[config.mk]
export PLATFORM = sky130hd
export DESIGN_NAME = rep5_word_tx_flat
export DESIGN_NICKNAME = d
export VERILOG_FILES = /design/src/rtl/rep5_word_tx_if.sv /design/src/rtl/rep5_word_tx.sv /design/src/flat_wrapper.sv
export SDC_FILE = /design/constraint.sdc
export NUM_CORES = 1
export LEC_CHECK = 0
export CAP_MARGIN = 40
export CORE_MARGIN = 2
export CORE_UTILIZATION = 35
export CTS_CLUSTER_DIAMETER = 200
export CTS_CLUSTER_SIZE = 8
export DETAILED_ROUTE_END_ITERATION = 12
export PLACE_DENSITY = 0.64
export SYNTH_ARGS = -nofsm -noshare
export SYNTH_HDL_FRONTEND = slang
export SYNTH_SLANG_ARGS = --single-unit
export TNS_END_PERCENT = 30
[constraint.sdc]
create_clock -name clk -period 2.3 [get_ports clk]
set_input_delay 0.69 -clock clk [delete_from_list [all_inputs] [get_ports clk]]
set_output_delay 0.69 -clock clk [all_outputs]
set_load 0.02 [all_outputs]
[src/rtl/rep5_word_tx_if.sv]
// Word-in / symbol-out handshake bundle for the 5-way repetition transmitter.
// The slave modport is the transmitter side; master is the upstream/downstream peer.
interface rep5_word_tx_if #(
  parameter int unsigned WIDTH = 8,
  parameter int unsigned IW    = $clog2(WIDTH + 2)
);
  logic [WIDTH-1:0] in_data;
  logic             in_valid;
  logic             in_ready;
  logic [4:0]       inj_mask;
  logic [IW-1:0]    inj_idx;
  logic [4:0]       out_rep;
  logic             out_valid;
  logic             out_ready;
  logic             out_last;

  modport slave (
    input  in_data, in_valid, inj_mask, inj_idx, out_ready,
    output in_ready, out_rep, out_valid, out_last
  );

  modport master (
    output in_data, in_valid, inj_mask, inj_idx, out_ready,
    input  in_ready, out_rep, out_valid, out_last
  );
endinterface

[src/rtl/rep5_word_tx.sv]
// Serialises each accepted word LSB first as 5-bit replica symbols plus a final
// even-parity symbol, with optional XOR corruption of one chosen symbol.
module rep5_word_tx #(
  parameter int unsigned WIDTH = 8,
  parameter int unsigned IW    = $clog2(WIDTH + 2)
) (
  input  logic          clk,
  input  logic          rst_n,
  rep5_word_tx_if.slave bus,
  output logic [15:0]   frames_sent
);

  localparam logic [IW-1:0] ParIdx = IW'(WIDTH);

  typedef enum logic {StIdle, StSend} state_e;

  state_e           state_q, state_d;
  logic [WIDTH-1:0] data_q, data_d;
  logic [4:0]       mask_q, mask_d;
  logic [IW-1:0]    idx_q, idx_d;
  logic [IW-1:0]    cnt_q, cnt_d, cnt_inc;
  logic             par_q, par_d;
  logic [4:0]       rep_q, rep_d;
  logic             last_q, last_d;
  logic [15:0]      frames_q, frames_d;
  logic             accept, sym_hs, frame_done;

  // Symbol c of a frame; an index above WIDTH never matches c, so it disables injection.
  function automatic logic [4:0] symbol(input logic [WIDTH-1:0] data, input logic par,
                                        input logic [IW-1:0] c, input logic [IW-1:0] idx,
                                        input logic [4:0] mask);
    logic [WIDTH-1:0] sh;
    logic             b;
    sh = data >> c;
    b  = (c == ParIdx) ? par : sh[0];
    return {5{b}} ^ ((c == idx) ? mask : 5'b00000);
  endfunction

  assign accept     = (state_q == StIdle) && bus.in_valid;
  assign sym_hs     = (state_q == StSend) && bus.out_ready;
  assign frame_done = sym_hs && (cnt_q == ParIdx);
  assign cnt_inc    = cnt_q + 1'b1;

  always_ff @(posedge clk or negedge rst_n) begin
    if (!rst_n) begin
      state_q <= StIdle;
    end else begin
      state_q <= state_d;
    end
  end

  always_comb begin
    state_d = state_q;
    unique case (state_q)
      StIdle: if (bus.in_valid) state_d = StSend;
      StSend: if (frame_done)   state_d = StIdle;
      default: state_d = StIdle;
    endcase
  end

  always_comb begin
    bus.in_ready  = (state_q == StIdle);
    bus.out_valid = (state_q == StSend);
    bus.out_rep   = rep_q;
    bus.out_last  = last_q;
    frames_sent   = frames_q;
  end

  // Datapath: the next symbol is computed one cycle ahead so outputs come straight from flops.
  always_comb begin
    data_d   = data_q;
    mask_d   = mask_q;
    idx_d    = idx_q;
    par_d    = par_q;
    cnt_d    = cnt_q;
    rep_d    = rep_q;
    last_d   = last_q;
    frames_d = frames_q;
    if (accept) begin
      data_d = bus.in_data;
      mask_d = bus.inj_mask;
      idx_d  = bus.inj_idx;
      par_d  = ^bus.in_data;
      cnt_d  = '0;
      rep_d  = symbol(bus.in_data, ^bus.in_data, '0, bus.inj_idx, bus.inj_mask);
      last_d = 1'b0;
    end else if (frame_done) begin
      cnt_d    = '0;
      rep_d    = 5'b00000;
      last_d   = 1'b0;
      frames_d = frames_q + 16'd1;
    end else if (sym_hs) begin
      cnt_d  = cnt_inc;
      rep_d  = symbol(data_q, par_q, cnt_inc, idx_q, mask_q);
      last_d = (cnt_inc == ParIdx);
    end
  end

  always_ff @(posedge clk or negedge rst_n) begin
    if (!rst_n) begin
      data_q   <= '0;
      mask_q   <= '0;
      idx_q    <= '0;
      par_q    <= 1'b0;
      cnt_q    <= '0;
      rep_q    <= 5'b00000;
      last_q   <= 1'b0;
      frames_q <= 16'd0;
    end else begin
      data_q   <= data_d;
      mask_q   <= mask_d;
      idx_q    <= idx_d;
      par_q    <= par_d;
      cnt_q    <= cnt_d;
      rep_q    <= rep_d;
      last_q   <= last_d;
      frames_q <= frames_d;
    end
  end

endmodule

[src/flat_wrapper.sv]
// flat-port wrapper written by rule: the top's interface ports become plain ports
module rep5_word_tx_flat 
#(
  parameter int unsigned WIDTH = 8,
  parameter int unsigned IW    = $clog2(WIDTH + 2)
)
  (clk, rst_n, frames_sent, bus_in_data, bus_in_valid, bus_inj_mask, bus_inj_idx, bus_out_ready, bus_in_ready, bus_out_rep, bus_out_valid, bus_out_last);
  rep5_word_tx_if #(.WIDTH(WIDTH), .IW(IW)) bus_i ();
  input  logic clk;
  input  logic rst_n;
  output logic [15:0] frames_sent;
  input wire logic [$bits(bus_i.in_data)-1:0] bus_in_data;
  input wire logic [$bits(bus_i.in_valid)-1:0] bus_in_valid;
  input wire logic [$bits(bus_i.inj_mask)-1:0] bus_inj_mask;
  input wire logic [$bits(bus_i.inj_idx)-1:0] bus_inj_idx;
  input wire logic [$bits(bus_i.out_ready)-1:0] bus_out_ready;
  output wire logic [$bits(bus_i.in_ready)-1:0] bus_in_ready;
  output wire logic [$bits(bus_i.out_rep)-1:0] bus_out_rep;
  output wire logic [$bits(bus_i.out_valid)-1:0] bus_out_valid;
  output wire logic [$bits(bus_i.out_last)-1:0] bus_out_last;
  assign bus_i.in_data = bus_in_data;
  assign bus_i.in_valid = bus_in_valid;
  assign bus_i.inj_mask = bus_inj_mask;
  assign bus_i.inj_idx = bus_inj_idx;
  assign bus_i.out_ready = bus_out_ready;
  assign bus_in_ready = bus_i.in_ready;
  assign bus_out_rep = bus_i.out_rep;
  assign bus_out_valid = bus_i.out_valid;
  assign bus_out_last = bus_i.out_last;
  rep5_word_tx #(.WIDTH(WIDTH), .IW(IW)) u_core (.clk(clk), .rst_n(rst_n), .bus(bus_i), .frames_sent(frames_sent));
endmodule
==> flow_summary_export.csv <==
group,metric,value,unit
yosys,yosysSeqAreaShare,50.1,%
place,place_ws,-23.3,ps
clock_network,cts_tree,"built",
timing,min_period,2140,ps
timing,skew,7.51,ps
clock_network,path_clk_slew,80,ps
timing,setup_violations,0,
finish,fillCellCount,592,
power,vdd_drop_max,0.000480,V
yosys,synth_top_area_cell,"dfrtp_1",
yosys,syn-mean-instance-area,11.4,µm²
worst_setup_path,r2r_slack,200,ps
finish,nNetsFinal,279,
finish,fin_area,0.00297,mm²
clock_network,postCtsSetupRepairBufs,0,
yosys,ys_ff_latch,45,
finish,drive_gt1_share,19.5,%
floorplanning,rows,29,
timing,tns,0,ps
global_route,grt_max_degree,23,
yosys,synthAdderAreaFrac,1.67,%
worst_hold_path,hold_path.class,"input port to async pin",
yosys,yosys.area_share.simple,13.6,%
clock_network,cts.path.max_buffers,2,
yosys,ys_warn_count,0,
finish,syn_to_final_growth,31.8,%
floorplanning,num_io_pins,45,
drt,met3_wirelength,123,µm
worst_setup_path,path_buf_inv,1,
timing,rsz0062_at_grt,"true",
place,place_congestion,0.760,
global_route,grt_pass1_wl,8140,µm
power,p_int,2.05,mW
power,seqPwrFrac,39.3,%
worst_setup_path,cp_data_required_time,1610,ps
floorplanning,core_area,0.00628,mm²
yosys,synth_top_area_share,50.1,%
timing,relSlewSlack,65.8,%
yosys,synthDistinctLibCells,30,
power,p_sw_share,34.8,%
floorplanning,die_h,84.2,µm
worst_setup_path,worstRegToRegCells,8,
power,power_switching,1.10,mW
yosys,synthXorXnorAreaFrac,13.9,%
yosys,synth_compound_gate_area_share,4.84,%
worst_setup_path,end_kind,"output port",
floorplanning,dieWidth,84.2,µm
worst_setup_path,cp-startpoint,"u_core.bus.out_valid",
run,max_cap_violations,0,
worst_setup_path,worst_path_max_delay_cell,"clkdlybuf4s50_1",
yosys,synthMuxAreaShare,14.0,%
drt,m1WireLength,2250,µm
drt,ant_nets,0,
worst_setup_path,crit_type,"register to output port",
worst_setup_path,critPathCapture,"bus_out_valid",
worst_setup_path,critPathMaxStageDelay,660,ps
finish,finish.utilization,47.2,%
timing,finalCritPeriodShare,93.1,%
place,dpl-instance-area,0.00286,mm²
clock_network,clock-sinks,45,
drt,totalWireLength,4590,µm
floorplanning,initial_core_util,35.8,%
global_route,first_global_vias,1670,
timing,timing.hold.ws,351,ps
global_route,track_usage,14.1,%
worst_setup_path,crit_family,"buffers and inverters",
drt,first_iter_violations,103,
worst_setup_path,crit_cells,1,
power,power.leakage,1.27,nW
yosys,yosys-top-cells-area,"dfrtp_1, xnor2_1, mux2_2",
worst_setup_path,cp.arrival,1450,ps
worst_setup_path,worstReg2RegEnd,"u_core.bus.out_rep[0]",
yosys,syn_nets,221,
clock_network,clockRootBuffer,"clkbuf_8",
yosys,syn_inst,197,
clock_network,h-tree-depth,2,
yosys,synth_top_family_by_area,"multiplexers",
worst_setup_path,crit_path_cell_trace,"clkdlybuf4s50_1",
drt,drc,0,
clock_network,postCtsResizedCells,0,
global_route,antenna_found_initial,0,
drt,vias,1587,
drt,firstDrtPassIters,4,
drt,route.detailed.wl_per_inst,13.8,µm
finish,seq_area,0.00113,mm²
power,power_density,1060,mW/mm²
timing,setup_slack,160,ps
finish,multi_input_area,0.00110,mm²
drt,wl_met2,2150,µm
clock_network,hold_buffers,0,
clock_network,numCtsBuffers,5,
timing,report.final.slew_viol_count,0,
yosys,syn-cell-area,0.00225,mm²
worst_setup_path,setup.worst_path.start_class,"register",
place,hpwlAfterDp,3380,µm
floorplanning,fp.dieArea,0.00708,mm²
worst_setup_path,crit_fanout,8,
timing,hold_violations,0,
drt,highest_layer,"met4",
clock_network,clock_insertion_delay_worst_skew,300,ps
timing,max_freq,467,MHz
drt,via_per_inst,4.77,
global_route,grt_overflow,0,
run_status,status,"finished, final reports clean",
worst_setup_path,rr_startpoint,"u_core.cnt_q[0]",
place,io_buffers,44,
power,pwr-share-comb,45.7,%
timing,worstMarginPinSlew,514,ps
finish,diodes,0,
power,clockPowerShare,15.0,%
## sequential cells by signal, indices dropped and copies added (netlist names)
register,flops
u_core.frames_sent,16
u_core.bus.out_valid,1
u_core.bus.out_rep,5
u_core.mask_q,5
u_core.data_q,8
u_core.idx_q,4
u_core.cnt_q,4
u_core.bus.out_last,1
u_core.par_q,1
## metrics by stage
step,total power [mW],cells
after detailed placement,2.60,325
after global placement,2.57,325
after CTS,3.08,333
after floorplan,2.16,197
after global routing,3.38,333
final,3.15,333
## synth_stat cells
library cell  number
dfrtp_1           45
xnor2_1           26
nand2_1           24
mux2_2            18
nor2_1            13
a21oi_1           12
nand3_1            7
xor2_1             7
mux2i_1            6
o21ai_0            5
and4_1             4
ha_1               3
inv_1              3
nand4_1            3
and3_1             2
buf_2              2
clkbuf_1           2
mux4_1             2
nor2b_1            2
a21o_1             1
a22o_1             1
and2_1             1
buf_1              1
buf_6              1
nand3b_1           1
nor2_4             1
nor4_1             1
nor4_4             1
o21a_1             1
xor3_1             1
## power groups by stage
stage          Sequential, mW  Clock (mW)  Combinational [mW]
6_report                 1.24       0.474                1.44
5_1_grt                  1.28       0.514                1.59
4_1_cts                  1.23       0.486                1.36
3_5_place_dp             1.24           0                1.36
3_3_place_gp             1.24           0                1.32
2_1_floorplan            1.27           0               0.886
## layout make-up
type	count	area share [%]
repair buffers	57	18.4
well taps	77	3.25
multi-input cells	143	37.1
flip-flops and latches	45	38.0
clock inverters	1	0.253
inverters	3	0.380
clock buffers	7	2.57
## layout by cell type, fill, tap and decap left out, types with 2 or more instances in the layout
cell             netlist  final
and3_1                 2      2
buf_4                  0     12
nand3_1                7      7
clkdlybuf4s50_1        0     43
nand2_1               24     24
nor2_1                13     12
xnor2_1               26     26
xor2_1                 7      6
ha_1                   3      2
dfrtp_1               45     44
a21oi_1               12     12
clkbuf_1               2      2
o21ai_0                5      5
mux2_2                18     18
mux2i_1                6      5
and4_1                 4      4
clkbuf_8               0      5
mux4_2                 0      2
inv_2                  0      2
nand4_1                3      3
## kinds of logic (layout without fill, tap and decap cells)
family	after synthesis	after routing
AOI/OAI and AO/OA	20	20
xor gates and xnor gates	34	34
adders and majority gates	3	3
buffers and inverters	9	68
DFF	45	45
muxes	26	26
and+or+nand+nor	60	60
## how the worst min path moves through the flow
stage / startpoint / end / slack [ps] / cells after the start
detailed placement: u_core.frames_sent[15] / u_core.frames_sent[15] / 470 / 1
CTS: rst_n / u_core.data_q[5] / 370 / 1
finish: rst_n / u_core.data_q[5] / 350 / 1
global placement: u_core.frames_sent[15] / u_core.frames_sent[15] / 470 / 1
floorplan: rst_n / u_core.bus.out_last / 390 / 0
global route: rst_n / u_core.data_q[5] / 380 / 1
## layer usage
metal / GRT usage, % / vias up
met5: 0 / -
met4: 4.40 / 0
met3: 2.36 / 6
met2: 23.0 / 27
met1: 19.3 / 764
li1: - / 790
No activity file was read; power rests on OpenSTA's default activity.
